## src/rtl/dragon_pkg.sv

```systemverilog
// Shared types and helpers for the dragon shot collision detector.
package dragon_pkg;

  typedef enum logic {ARMED, COOLDOWN} dragon_hit_state_t;

  localparam int unsigned NUM_SHOTS_DEFAULT = 3;

  typedef logic [NUM_SHOTS_DEFAULT-1:0] shot_vec_t;

  // Bits needed to hold 0..frames, never less than one.
  function automatic int unsigned cnt_width(input int unsigned frames);
    return (frames < 1) ? 1 : $clog2(frames + 1);
  endfunction

endpackage

```

## src/rtl/frame_cooldown_counter.sv

```systemverilog
// Frame-boundary down counter: loads a value, decrements on enabled frame
// boundaries unless frozen, and flags when it has reached zero.
module frame_cooldown_counter #(
  parameter int unsigned Width = 4
) (
  input  logic             clk_i,
  input  logic             rst_ni,
  input  logic             load_i,
  input  logic [Width-1:0] load_val_i,
  input  logic             dec_i,
  input  logic             freeze_i,
  output logic             zero_o
);

  logic [Width-1:0] cnt_q, cnt_d;

  always_comb begin
    cnt_d = cnt_q;
    if (load_i) begin
      cnt_d = load_val_i;
    end else if (dec_i && !freeze_i && (cnt_q != '0)) begin
      cnt_d = cnt_q - Width'(1);
    end
  end

  always_ff @(posedge clk_i) begin
    if (!rst_ni) begin
      cnt_q <= '0;
    end else begin
      cnt_q <= cnt_d;
    end
  end

  assign zero_o = (cnt_q == '0);

endmodule

```

## src/rtl/dragon_shot_collision.sv

```systemverilog
// Per-frame shot/dragon hit detector with frame-counted cooldown.
// Optional macro DRAGON_HIT_PRIORITY_EN reports only the lowest-index shot hit.
module dragon_shot_collision
  import dragon_pkg::*;
#(
  parameter int unsigned NUM_SHOTS       = NUM_SHOTS_DEFAULT,
  parameter int unsigned COOLDOWN_FRAMES = 8,
  parameter int unsigned HITS_WIDTH      = 8
) (
  input  logic                  clk,
  input  logic                  resetN,
  input  logic                  startOfFrame,
  input  logic                  pause,
  input  logic                  dragonDrawReq,
  input  logic [NUM_SHOTS-1:0]  shotDrawReq,
  output logic [NUM_SHOTS-1:0]  shotDragonCollision,
  output logic                  dragonHit,
  output logic [HITS_WIDTH-1:0] hitCount,
  output logic                  cooldownActive
);

  localparam int unsigned CntW    = cnt_width(COOLDOWN_FRAMES);
  localparam int unsigned LoadInt = (COOLDOWN_FRAMES > 0) ? COOLDOWN_FRAMES - 1 : 0;
  localparam logic [CntW-1:0] LoadVal = CntW'(LoadInt);

  logic [NUM_SHOTS-1:0]  ovl, eval_set, report_vec;
  logic [NUM_SHOTS-1:0]  acc_q, acc_d;
  logic [NUM_SHOTS-1:0]  pulse_q, pulse_d;
  logic [HITS_WIDTH-1:0] count_q, count_d;
  dragon_hit_state_t     state_q, state_d;
  logic                  cnt_load, cnt_dec, cnt_zero;

  assign ovl      = shotDrawReq & {NUM_SHOTS{dragonDrawReq}};
  // The boundary clock's own overlap still belongs to the frame being closed.
  assign eval_set = acc_q | ovl;

`ifdef DRAGON_HIT_PRIORITY_EN
  assign report_vec = eval_set & (~eval_set + NUM_SHOTS'(1));
`else
  assign report_vec = eval_set;
`endif

  always_comb begin
    acc_d    = startOfFrame ? '0 : eval_set;
    pulse_d  = '0;
    count_d  = count_q;
    state_d  = state_q;
    cnt_load = 1'b0;
    if (startOfFrame && !pause) begin
      unique case (state_q)
        ARMED: begin
          if (eval_set != '0) begin
            pulse_d = report_vec;
            if (count_q != '1) count_d = count_q + HITS_WIDTH'(1);
            if (COOLDOWN_FRAMES > 0) begin
              state_d  = COOLDOWN;
              cnt_load = 1'b1;
            end
          end
        end
        COOLDOWN: begin
          if (cnt_zero) state_d = ARMED;
        end
      endcase
    end
  end

  assign cnt_dec = startOfFrame && (state_q == COOLDOWN) && !cnt_zero;

  frame_cooldown_counter #(
    .Width (CntW)
  ) u_cooldown_cnt (
    .clk_i      (clk),
    .rst_ni     (resetN),
    .load_i     (cnt_load),
    .load_val_i (LoadVal),
    .dec_i      (cnt_dec),
    .freeze_i   (pause),
    .zero_o     (cnt_zero)
  );

  always_ff @(posedge clk) begin
    if (!resetN) begin
      acc_q   <= '0;
      pulse_q <= '0;
      count_q <= '0;
      state_q <= ARMED;
    end else begin
      acc_q   <= acc_d;
      pulse_q <= pulse_d;
      count_q <= count_d;
      state_q <= state_d;
    end
  end

  assign shotDragonCollision = pulse_q;
  assign dragonHit           = |pulse_q;
  assign hitCount            = count_q;
  assign cooldownActive      = (state_q == COOLDOWN);

endmodule

```

## config.mk

```make
export PLATFORM = sky130hd
export DESIGN_NAME = dragon_shot_collision
export DESIGN_NICKNAME = d
export VERILOG_FILES = /design/src/rtl/dragon_pkg.sv /design/src/rtl/frame_cooldown_counter.sv /design/src/rtl/dragon_shot_collision.sv
export SDC_FILE = /design/constraint.sdc
export NUM_CORES = 1
export LEC_CHECK = 0
export ABC_AREA = 0
export BUFFER_PORTS_ARGS = -buffer_cell sky130_fd_sc_hd__buf_4
export CAP_MARGIN = 20
export CORE_MARGIN = 2
export CORE_UTILIZATION = 45
export DETAILED_ROUTE_END_ITERATION = 8
export GPL_TIMING_DRIVEN = 0
export PLACE_DENSITY_LB_ADDON = 0.12
export SLEW_MARGIN = 20
export SYNTH_ARGS = -nofsm -noshare
export SYNTH_HDL_FRONTEND = slang
export SYNTH_SLANG_ARGS = --single-unit
export TNS_END_PERCENT = 100
```

## constraint.sdc

```tcl
create_clock -name clk -period 1.6 [get_ports clk]
set_input_delay 0.08 -clock clk [delete_from_list [all_inputs] [get_ports clk]]
set_output_delay 0.08 -clock clk [all_outputs]
set_load 0.005 [all_outputs]
```

==> Word-level counts from Yosys, hierarchy flattened <==
Index checks and enable logic that the tools add are counted.
W data, S select, Z words.
{ "op_classes": {"addsub": 2, "eq_ne": 1, "mux": 7, "bitwise": 6, "reduce_logical": 16} }
{ "op_table": {"columns": ["cell", "n"], "rows": [
  ["$add A8 B1 Y8 const B", 1],
  ["$ne A8 B8 Y1 const B", 1],
  ["$mux W3", 2],
  ["$logic_and A1 B1 Y1", 5],
  ["$logic_not A4 Y1", 1],
  ["$mux W1", 4],
  ["$not A1 Y1", 4],
  ["$reduce_and A4 Y1", 1],
  ["$reduce_bool A4 Y1", 1],
  ["$reduce_or A2 Y1", 2],
  ["$reduce_or A4 Y1", 1],
  ["$sub A4 B1 Y4 const B", 1],
  ["$and A3 B3 Y3", 1],
  ["$or A3 B3 Y3", 1],
  ["$reduce_bool A3 Y1", 1],
  ["$reduce_or A3 Y1", 1],
  ["$logic_not A1 Y1", 2],
  ["$pmux W1 S2", 1],
  ["$reduce_bool A2 Y1", 1]
]} }
{ "totals": {"reg_bits": 19, "input_bits": 8, "elab_cells": 38} }

==> Depth between registers and ports, before layout <==
Gate-level depths: netlist of run 1.
{ "depth": {"word_depth": 7, "depth_mapped": 6, "depth_no_buf": 6} }

==> Hierarchy <==
Synthesis of run 1 repeated with hierarchy kept, for this count alone.
{ "hier_totals": {"cells_unflattened": 106, "hier_area_um2": 922.1} }
{ "by_module_without_submodules": {"columns": ["mod", "n_inst", "cells_per_inst", "area_per_inst_um2"], "rows": [
  ["dragon_shot_collision", 1, 76, 680.7],
  ["frame_cooldown_counter", 1, 30, 241.5]
]} }

==> Worst setup path after synthesis of run 1 <==
OpenSTA, ideal clock, no wires.
{ "synth_path": {"path_kind": "reg2reg", "startpoint": "reg u_cooldown_cnt.cnt_q[0]", "endpoint": "reg u_cooldown_cnt.cnt_q[1]", "setup_ns": 0.115, "arrival_ns": 1.348, "required_ns": 1.485, "setup_slack_ns": 0.138, "path_stages_with_launch": 7, "path_buffers": 0, "period_less_slack_ns": 1.462, "cell_sequence": "dfxtp_1 -> inv_1 -> ha_1 -> or3b_1 -> and3_1 -> mux2i_1 -> o21a_1"} }
{ "synth_via": {"elab_chain_len": 6, "word_cells_on_any_way": 10} }
{ "synth_lines": {"columns": ["element", "line", "text"], "rows": [
  ["start: declaration", "frame_cooldown_counter.sv:15", "logic [Width-1:0] cnt_q, cnt_d;"],
  ["start signal: assignment", "frame_cooldown_counter.sv:30", "cnt_q <= cnt_d;"],
  ["parallel branches: the longest is 6 deep, another holds $sub A4 B1 Y4", null, null]
]} }
Parallel ways; which one is timed is not known. The select of a mux whose other input is x is not followed.
A chain may end at the register's enable or synchronous reset.

==> Final worst setup path of run 1 <==
{ "layout_path": {"startpoint": "reg u_cooldown_cnt.cnt_q[1]", "endpoint": "reg u_cooldown_cnt.cnt_q[1]"} }
The elaborated chain is that of the path after synthesis.

==> metrics.md, run 1 <==
| Metric | Value |
|---|---|
| Outcome | complete, no violations |
| Most used flip-flop cell after synthesis | sky130_fd_sc_hd__dfxtp_1 |
| Total routing resource utilization after global routing | 15.5% |
| List of most frequent post-synthesis cells | sky130_fd_sc_hd__dfxtp_1, sky130_fd_sc_hd__nor2_1 |
| Hold buffers post-CTS | 0 |
| Number of design-rule violations left by the first detailed-router iteration | 11 |
| Number of buffers and inverters on the critical path | 1 |
| Vias after detailed routing | 798 |
| DIE HEIGHT | 49.2 um |
| Crit-path cells | inv_1 > ha_1 > or3b_4 > and3_4 > mux2i_1 > o21a_1 |
| Most common cell in the netlist | sky130_fd_sc_hd__dfxtp_1 |
| Total of warnings raised by yosys | 0 |
| Share of post-route cells with drive strength above 1 | 26.0% |
| Largest cells by area after synthesis | sky130_fd_sc_hd__dfxtp_1, sky130_fd_sc_hd__mux2i_1, sky130_fd_sc_hd__and3_1, sky130_fd_sc_hd__ha_1, sky130_fd_sc_hd__nand2b_1 |
| Share of flip-flops with an asynchronous set or reset after synthesis | 0% |
| Remaining routing DRC violations | 0 |
| Setup crit end kind | flop |
| Share of power burned in combinational logic | 13.2% |
| Areal power density over the cells | 754 mW/mm2 |
| Slowest cell on the critical path | sky130_fd_sc_hd__or3b_4 |
| Largest incremental delay on the critical path | 0.39 ns |
| Timing-limited maximum frequency | 652 MHz |
| Count of non-filler cells in the finished layout | 150 |
| Library cell with the largest summed area after synthesis | sky130_fd_sc_hd__dfxtp_1 |
| Post-CTS clock slew at the launch and capture registers of the worst setup and hold paths | 0.11 ns |
| Slew of the pin with the lowest slew margin | 0.447 ns |
| Post-detailed-route wirelength per cell | 12.3 um |
| TNS Setup | 0 ns |
| Switching share of total power | 25.5% |
| Starting density of the core | 47.4% |
| Clock Latency Late Sink | 0.30 ns |
| Mean area per synthesized cell | 9.30 um2 |
| Root Buffer Master | sky130_fd_sc_hd__clkbuf_4 |
| Flip-flop and latch count after synthesis | 19 |
| Vias per std cell | 5.32 |
| Max-capacitance violation count | 0 |
| Most used routing layer | met2 |
| Total Die Area | 0.00242 mm2 |
| Wire length reported by the detailed router | 1.85 mm |
| Length of the first detailed-routing pass in iterations | 4 |
| Post-cts resize count | 0 |
| Share of power burned in the clock network | 28.7% |
| Max Buffers Root-to-Sink | 2 |
| Initial antenna violation count | 0 |
| Number of I/O port buffers | 20 |
| Number of global-route vias before repair | 719 |
| Final Cycle Share | 95.8% |
| Post-layout net count | 134 |
| Number of hold violations in the final report | 0 |
| Antenna diodes | 0 |
| Cells after synthesis | 99 |
| Clock tree from TritonCTS | built |
| Post-route clock skew | 0.00262 ns |
| Placer Congestion | 0.807 |
| Unrepaired setup endpoints after global routing | no |
| Overflow left after global routing | 0 |
| Post-Synthesis Cell Area | 921 um2 |
| Cell total after placement | 146 |
| Internal Power | 640 uW |
| Worst Path Required | 1.81 ns |
| Crit path launch type | flop |
| Worst setup path category | flop to flop |
| Count of fill cells added during filler insertion | 188 |
| Kind of cell adding the most delay to the critical path | simple AND/OR/NAND/NOR gates |
| Met1 Resource Use GR | 19.3% |
| Number of cell rows | 16 |
| Arr. time, crit path | 1.74 ns |
| Share of the synthesized area in the top cell type | 41.3% |
| Routing usage on met2 | 26.1% |
| # H-tree levels | 1 |
| Number of clock buffers inserted by TritonCTS | 3 |
| HPWL after detailed placement | 1.35 mm |
| Width of the die | 49.2 um |
| Synth Net Count | 109 |
| Clock period minus worst slack | 1.53 ns |
| Switching Power | 219 uW |
| Final number of setup-violating endpoints | 0 |
| DRT antenna net count | 0 |
| Largest net degree at the start of global routing | 12 |
| Wire length of the first global-routing pass | 2.91 mm |
| Met3 track demand over resource | 3.07% |
| Fin. max-slew vios | 0 |
| Number of flops mapped to enable cells by yosys | 0 |
| Number of distinct library cell variants in the gate-level netlist after synthesis | 37 |
| Part of the Yosys area used for sequential elements | 41.3% |
| Synthesis-to-layout area growth | 23.8% |
| Maximum fanout along the worst path | 3 |
| Top-level I/O count | 21 |
| Floorplan core area | 0.00194 mm2 |
| Slew Limit Headroom | 70.2% |
| Portion of total power attributed to sequential cells | 58.1% |
| Total leakage power | 0.478 nW |
| Total clock sinks | 19 |
| Class of the most critical hold timing path | input port to flop |
| Worst vdd ir | 0.614 mV |
| Post CTS Setup Buffer Count | 0 |
state kept, by name, summed over array words and instances (netlist names):
| signal | cells |
|---|---|
| shotDragonCollision | 3 |
| cooldownActive | 1 |
| hitCount | 8 |
| acc_q | 3 |
| u_cooldown_cnt.cnt_q | 4 |
worst register-to-register path, delay by kind of cell (launching register included):
kind | cells | cell delay, ns
and+or+nand+nor | 2 | 0.59
DFF | 1 | 0.33
buffers and inverters | 1 | 0.07
adders and majority gates | 1 | 0.17
AOI/OAI and AO/OA | 1 | 0.16
muxes | 1 | 0.12
cells by family after synthesis:
group	count (synthesis)	synth area share, %
compound gates	22	18.2
xor+xnor	2	1.90
buf+inv	8	4.48
fa+ha+maj	2	2.72
flops	19	41.3
simple gates	41	26.0
mux	5	5.43
power groups by stage:
| stage | clock network (mW) | registers [mW] | logic (mW) |
|---|---|---|---|
| CTS | 0.253 | 0.499 | 0.110 |
| global route | 0.278 | 0.502 | 0.126 |
| finish | 0.246 | 0.499 | 0.113 |
| floorplan | 0 | 0.509 | 0.0678 |
| global placement | 0 | 0.509 | 0.107 |
| detailed placement | 0 | 0.510 | 0.110 |
cell type report:
class                           instances  area (um2)  area share, %
Inverter                                3        11.3          0.988
Clock inverter                          1        5.00          0.439
Timing Repair Buffer                   20         150           13.2
Clock buffer                            3        22.5           1.98
Buffer                                  5        30.0           2.63
Multi-Input combinational cell         72         507           44.5
Tap cell                               27        33.8           2.96
Sequential cell                        19         380           33.4
placed cells by master, fill, tap and decap left out, types with 2 or more instances in the layout:
cell / n
sky130_fd_sc_hd__o31a_1: 2
sky130_fd_sc_hd__mux2i_1: 5
sky130_fd_sc_hd__o21ai_0: 2
sky130_fd_sc_hd__ha_1: 2
sky130_fd_sc_hd__and3_1: 4
sky130_fd_sc_hd__buf_4: 21
sky130_fd_sc_hd__nor2_1: 6
sky130_fd_sc_hd__nand4_1: 3
sky130_fd_sc_hd__clkbuf_4: 3
sky130_fd_sc_hd__xnor2_1: 2
sky130_fd_sc_hd__dfxtp_1: 19
sky130_fd_sc_hd__nand2_1: 5
sky130_fd_sc_hd__inv_1: 3
sky130_fd_sc_hd__nand3_1: 5
sky130_fd_sc_hd__o41ai_1: 2
sky130_fd_sc_hd__nand2b_1: 4
sky130_fd_sc_hd__o21a_1: 3
sky130_fd_sc_hd__a21boi_0: 3
sky130_fd_sc_hd__nor2b_1: 3
sky130_fd_sc_hd__a31oi_1: 2
sky130_fd_sc_hd__a21oi_1: 3
sky130_fd_sc_hd__clkbuf_1: 3
worst paths after layout:
check / start / to / slack [ns] / cells past startpoint
hold reg to reg: acc_q[2] / acc_q[2] / 0.49 / 2
setup / recovery: u_cooldown_cnt.cnt_q[1] / u_cooldown_cnt.cnt_q[1] / 0.07 / 6
setup reg to reg: u_cooldown_cnt.cnt_q[1] / u_cooldown_cnt.cnt_q[1] / 0.07 / 6
hold / removal: shotDrawReq[2] / acc_q[2] / 0.04 / 3
per-stage QoR:
stage               total power, mW  utilization [%]  hold WS (ns)  cell area [um2]  setup slack, ns
finish                        0.859             58.7        0.0355             1140           0.0673
global route                  0.907             58.7        0.0484             1140          0.00972
CTS                           0.863             58.3        0.0363             1130           0.0114
detailed placement            0.620             56.9         0.353             1100           0.0294
global placement              0.616             56.9         0.342             1100           0.0733
floorplan                     0.577                -         0.232              921            0.138
metal layers:
layer	vias to the layer above	wire [um]
li1	411	-
met1	367	871
met2	18	885
met3	2	73
met4	0	17
met5	-	0
Power figures use the tool's default switching activity.
==> inputs of run 2 (changes only) <==
--- a/config.mk
+++ b/config.mk
@@ -5,13 +5,11 @@
 export SDC_FILE = /design/constraint.sdc
 export NUM_CORES = 1
 export LEC_CHECK = 0
-export ABC_AREA = 0
 export BUFFER_PORTS_ARGS = -buffer_cell sky130_fd_sc_hd__buf_4
 export CAP_MARGIN = 20
 export CORE_MARGIN = 2
 export CORE_UTILIZATION = 45
 export DETAILED_ROUTE_END_ITERATION = 8
-export GPL_TIMING_DRIVEN = 0
 export PLACE_DENSITY_LB_ADDON = 0.12
 export SLEW_MARGIN = 20
 export SYNTH_ARGS = -nofsm -noshare
==> metrics.md, run 2 (synthesized netlist as in run 1, its figures left out) <==
| Metric | Value |
|---|---|
| Initial antenna violation count | 0 |
| Final number of setup-violating endpoints | 0 |
| Overflow left after global routing | 0 |
| Max Buffers Root-to-Sink | 2 |
| Remaining routing DRC violations | 0 |
| Width of the die | 49.2 um |
| Total routing resource utilization after global routing | 15.3% |
| Post-layout net count | 131 |
| Largest net degree at the start of global routing | 21 |
| Total leakage power | 0.475 nW |
| Critical R2R Launch | u_cooldown_cnt.cnt_q[0] |
| Arr. time, crit path | 1.71 ns |
| Number of design-rule violations left by the first detailed-router iteration | 14 |
| Total clock sinks | 19 |
| Share of post-route cells with drive strength above 1 | 28.3% |
| Worst hold start | shotDrawReq[2] |
| Cell area after placement | 0.00109 mm2 |
| DIE HEIGHT | 49.2 um |
| DRT antenna net count | 0 |
| Kind of cell adding the most delay to the critical path | simple AND/OR/NAND/NOR gates |
| Slew of the pin with the lowest slew margin | 0.334 ns |
| Cells on Worst Hold Path | 3 |
| Routed length on met2 | 752 um |
| Vias per std cell | 5.34 |
| Class of the most critical hold timing path | input port to flop |
| Wire length reported by the detailed router | 1.68 mm |
| Max reg flops | 8 |
| Outcome | complete, no violations |
| Worst vdd ir | 0.557 mV |
| Path depth of the worst reg2reg path | 6 |
| Setup slack after placement | 0.0568 ns |
| Post-route worst setup slack | 0.0875 ns |
| Top layer used by detailed routing | met4 |
| Worst setup path category | flop to flop |
| Unrepaired setup endpoints after global routing | no |
| Starting density of the core | 47.4% |
| Floorplan core area | 0.00194 mm2 |
| Count of non-filler cells in the finished layout | 147 |
| Timing-limited maximum frequency | 661 MHz |
| Crit path launch type | flop |
| Capture instance of the worst register-to-register path | u_cooldown_cnt.cnt_q[1] |
| Worst Path Required | 1.80 ns |
| Hold slack | 0.0541 ns |
| Top-level I/O count | 21 |
| Crit-path cells | inv_1 > ha_1 > or3b_4 > and3_4 > mux2i_1 > o21a_1 |
| Number of hold violations in the final report | 0 |
| Post-detailed-route wirelength per cell | 11.4 um |
| Length of the first detailed-routing pass in iterations | 4 |
| Wire length of the first global-routing pass | 2.94 mm |
| # H-tree levels | 1 |
| Clock period minus worst slack | 1.51 ns |
| Post-CTS clock slew at the launch and capture registers of the worst setup and hold paths | 0.10 ns |
| Hold buffers post-CTS | 0 |
| Final Cycle Share | 94.5% |
| Sum of routed wire segments on met1 | 830 um |
| Slowest cell on the critical path | sky130_fd_sc_hd__or3b_4 |
| Setup crit end kind | flop |
| Slew Limit Headroom | 77.7% |
| Synthesis-to-layout area growth | 23.6% |
| Routed wl met3 | 85 um |
| Cell total after placement | 143 |
| Number of buffers and inverters on the critical path | 1 |
| Clock tree from TritonCTS | built |
| Most common cell after layout, fill and taps aside | sky130_fd_sc_hd__buf_4 |
| Total Die Area | 0.00242 mm2 |
| Hold Crit Endpoint | acc_q[2] |
| Number of clock buffers inserted by TritonCTS | 3 |
| Leading cell types in the layout, fill and taps excluded | sky130_fd_sc_hd__buf_4, sky130_fd_sc_hd__dfxtp_1, sky130_fd_sc_hd__nor2_1 |
| Worst-case register-to-register setup slack | 0.09 ns |
| Maximum fanout along the worst path | 3 |
| Clock Latency Late Sink | 0.29 ns |
| Placer Congestion | 0.774 |
| Antenna diodes | 0 |
| Post-route clock skew | 0.00445 ns |
| TNS Setup | 0 ns |
| Max-capacitance violation count | 0 |
| Summed area of non-filler cells in the final layout | 0.00114 mm2 |
| HPWL after detailed placement | 1.27 mm |
| Vias after detailed routing | 785 |
| Number of global-route vias before repair | 668 |
| Root Buffer Master | sky130_fd_sc_hd__clkbuf_4 |
| Largest incremental delay on the critical path | 0.39 ns |
| Fin. max-slew vios | 0 |
| Number of cell rows | 16 |
| Areal power density over the cells | 743 mW/mm2 |
| Number of I/O port buffers | 20 |
[run 2: power breakdown]
| part | internal, mW | switching, mW |
|---|---|---|
| Clock | 0.0968 | 0.137 |
| Combinational | 0.0590 | 0.0530 |
| Sequential | 0.488 | 0.0122 |
| Total | 0.644 | 0.202 |
[run 2: cell type report]
type	instances	area, um2
clock buffer	4	26.3
fill	182	803
inverter	3	11.3
sequential	19	382
tap	27	33.8
multi-input combinational	72	520
timing repair buffer	22	165
[run 2: worst max-delay path by stage]
| stage | startpoint | end | slack, ns | cells past startpoint |
|---|---|---|---|---|
| after detailed placement | u_cooldown_cnt.cnt_q[0] | u_cooldown_cnt.cnt_q[1] | 0.06 | 6 |
| after global routing | u_cooldown_cnt.cnt_q[1] | u_cooldown_cnt.cnt_q[1] | 0.002 | 6 |
| after global placement | u_cooldown_cnt.cnt_q[0] | u_cooldown_cnt.cnt_q[1] | 0.12 | 6 |
| after floorplan | u_cooldown_cnt.cnt_q[0] | u_cooldown_cnt.cnt_q[1] | 0.14 | 6 |
| final | u_cooldown_cnt.cnt_q[0] | u_cooldown_cnt.cnt_q[1] | 0.09 | 6 |
| after CTS | u_cooldown_cnt.cnt_q[0] | u_cooldown_cnt.cnt_q[1] | 0.04 | 6 |
[run 2: routing by layer]
metal / global-route usage, % / vias up
li1: - / 406
met3: 3.68 / 3
met5: 0 / -
met2: 24.3 / 21
met4: 4.29 / 0
met1: 20.7 / 355
[run 2: worst reg2reg max path, cell delays in order (launching register included)]
cell,delay (ns)
sky130_fd_sc_hd__dfxtp_2,0.35
sky130_fd_sc_hd__inv_1,0.05
sky130_fd_sc_hd__ha_1,0.16
sky130_fd_sc_hd__or3b_4,0.39
sky130_fd_sc_hd__and3_4,0.20
sky130_fd_sc_hd__mux2i_1,0.11
sky130_fd_sc_hd__o21a_1,0.16
[run 2: repair_timing]
action                     4_1_cts  5_1_grt
setup endpoints to repair        0        5
buffers inserted                 0        0
gates resized for setup          0        6
[run 2: per-stage QoR]
step	total power, mW	util, %
global route	0.901	58.6
global placement	0.611	56.1
finish	0.846	58.6
floorplan	0.577	-
CTS	0.853	57.5
detailed placement	0.617	56.1
==> inputs of run 3 (changes only) <==
--- a/config.mk
+++ b/config.mk
@@ -5,12 +5,13 @@
 export SDC_FILE = /design/constraint.sdc
 export NUM_CORES = 1
 export LEC_CHECK = 0
-export BUFFER_PORTS_ARGS = -buffer_cell sky130_fd_sc_hd__buf_4
-export CAP_MARGIN = 20
+export BUFFER_PORTS_ARGS = -buffer_cell sky130_fd_sc_hd__buf_2
+export CAP_MARGIN = 15
 export CORE_MARGIN = 2
 export CORE_UTILIZATION = 45
 export DETAILED_ROUTE_END_ITERATION = 8
 export PLACE_DENSITY_LB_ADDON = 0.12
+export SETUP_SLACK_MARGIN = 0.4
 export SLEW_MARGIN = 20
 export SYNTH_ARGS = -nofsm -noshare
 export SYNTH_HDL_FRONTEND = slang
==> metrics.md, run 3 (synthesized netlist as in run 1, its figures left out) <==
| Metric | Value |
|---|---|
| Post-layout net count | 141 |
| Crit path launch type | flop |
| Worst setup path category | flop to flop |
| Total routing resource utilization after global routing | 18.1% |
| Class of the most critical hold timing path | input port to flop |
| Switching Power | 228 uW |
| Worst vdd ir | 0.667 mV |
| Critical R2R Launch | u_cooldown_cnt.cnt_q[0] |
| Remaining routing DRC violations | 0 |
| Areal power density over the cells | 699 mW/mm2 |
| Width of the die | 49.2 um |
| Slew Limit Headroom | 74.2% |
| Worst-case register-to-register setup slack | 0.13 ns |
| Top layer used by detailed routing | met4 |
| Count of non-filler cells in the finished layout | 157 |
| Share of power burned in combinational logic | 18.3% |
| Internal Power | 675 uW |
| Arr. time, crit path | 1.66 ns |
| Vias per std cell | 5.52 |
| Number of global-route vias before repair | 772 |
| TNS Setup | 0 ns |
| Slew of the pin with the lowest slew margin | 0.387 ns |
| Cell total after placement | 144 |
| Post-CTS clock slew at the launch and capture registers of the worst setup and hold paths | 0.10 ns |
| Overflow left after global routing | 0 |
| DIE HEIGHT | 49.2 um |
| Synthesis-to-layout area growth | 40.2% |
| # H-tree levels | 1 |
| Fin. max-slew vios | 0 |
| Post-detailed-route wirelength per cell | 12.5 um |
| Number of I/O port buffers | 20 |
| Share of post-route cells with drive strength above 1 | 47.7% |
| Routed wl met3 | 72 um |
| Max-capacitance violation count | 0 |
| HPWL after detailed placement | 1.29 mm |
| Max Buffers Root-to-Sink | 2 |
| Post-route clock skew | 0.00452 ns |
| Number of design-rule violations left by the first detailed-router iteration | 14 |
| Timing-limited maximum frequency | 681 MHz |
| Vias after detailed routing | 866 |
| Top-level I/O count | 21 |
| Hold buffers post-CTS | 0 |
| DRT antenna net count | 0 |
| Starting density of the core | 47.4% |
| Wire length of the first global-routing pass | 3.39 mm |
| Worst Path Required | 1.79 ns |
| Setup crit end kind | flop |
| Unrepaired setup endpoints after global routing | yes |
| Largest net degree at the start of global routing | 21 |
| Portion of total power attributed to sequential cells | 55.5% |
| Count of fill cells added during filler insertion | 177 |
| Initial antenna violation count | 0 |
| Number of hold violations in the final report | 0 |
| Antenna diodes | 0 |
| Placer Congestion | 0.746 |
| Final number of setup-violating endpoints | 0 |
| Clock period minus worst slack | 1.47 ns |
| Most common cell after layout, fill and taps aside | sky130_fd_sc_hd__buf_2 |
| Max reg flops | 8 |
| Routed length on met2 | 913 um |
| Clock Latency Late Sink | 0.29 ns |
| Root Buffer Master | sky130_fd_sc_hd__clkbuf_4 |
| Length of the first detailed-routing pass in iterations | 3 |
| Maximum fanout along the worst path | 3 |
| Total clock sinks | 19 |
| Share of power burned in the clock network | 26.2% |
| Total leakage power | 0.540 nW |
| Clock tree from TritonCTS | built |
| Leading cell types in the layout, fill and taps excluded | sky130_fd_sc_hd__buf_2, sky130_fd_sc_hd__dfxtp_1, sky130_fd_sc_hd__dfxtp_2, sky130_fd_sc_hd__buf_6, sky130_fd_sc_hd__buf_4 |
| Outcome | complete, no violations |
| First element of the critical path | u_cooldown_cnt.cnt_q[0] |
| Number of clock buffers inserted by TritonCTS | 3 |
| Switching share of total power | 25.2% |
| Worst hold start | shotDrawReq[1] |
| Number of cell rows | 16 |
| Final Cycle Share | 91.8% |
| Post-layout total power | 903 uW |
| Sum of routed wire segments on met1 | 940 um |
| Wire length reported by the detailed router | 1.96 mm |
| Total Die Area | 0.00242 mm2 |
| Floorplan core area | 0.00194 mm2 |
## run 3: cell count changes in the layout (fill, tap and decap cells not counted), moves of 5 or more
cell and delta:
sky130_fd_sc_hd__dfxtp_2 +5, sky130_fd_sc_hd__buf_4 -16, sky130_fd_sc_hd__buf_2 +20, sky130_fd_sc_hd__dfxtp_1 -6, sky130_fd_sc_hd__buf_6 +6
## run 3: path summary, 6_finish.rpt
check                                               end  cells past startpoint
worst min register to register   shotDragonCollision[1]                      2
worst max-delay path            u_cooldown_cnt.cnt_q[1]                      6
worst min-delay path             shotDragonCollision[1]                      3
worst max register to register  u_cooldown_cnt.cnt_q[1]                      6
## run 3: worst max-delay path, stage by stage (launching register included)
cell and delay (ns):
sky130_fd_sc_hd__dfxtp_2 0.34, sky130_fd_sc_hd__inv_2 0.07, sky130_fd_sc_hd__ha_4 0.13, sky130_fd_sc_hd__or3b_4 0.38, sky130_fd_sc_hd__and3_4 0.18, sky130_fd_sc_hd__mux2i_1 0.11, sky130_fd_sc_hd__o21a_1 0.16
## run 3: final cells by class
class                   count  area, um2  area share (%)
clock buffers               4       26.3            2.03
repair buffers             32        213            16.5
well taps                  27       33.8            2.62
multi-input cells          72        616            47.7
inverters                   3       11.3           0.872
flip-flops and latches     19        392            30.3
## run 3: metrics by stage
stage          util [%]  worst slack [ns]  hold slack [ns]  cell area, um2
2_1_floorplan         -             0.163            0.232             980
3_3_place_gp       56.8             0.141            0.355            1100
3_5_place_dp       56.8            0.0650            0.362            1100
4_1_cts            65.5             0.138           0.0481            1270
5_1_grt            66.5            0.0928           0.0605            1290
6_report           66.5             0.131           0.0606            1290
## run 3: power by group through the flow
stage	Combinational, mW	Clock [mW]	Sequential [mW]
after floorplan	0.0768	0	0.510
after global placement	0.105	0	0.511
after detailed placement	0.109	0	0.512
after CTS	0.156	0.247	0.501
after global routing	0.182	0.275	0.504
final	0.165	0.237	0.501
## run 3: layer usage
layer | GRT usage (%) | up-vias
met4 | 9.52 | 0
met3 | 3.99 | 4
met2 | 27.9 | 18
met1 | 23.6 | 416
met5 | 0 | -
li1 | - | 428
## run 3: timing repair
item	CTS	global route
gates cloned	0	0
pin swaps	11	11
endpoints found under the setup margin	15	16
resized for setup	23	6
buffers inserted	8	1
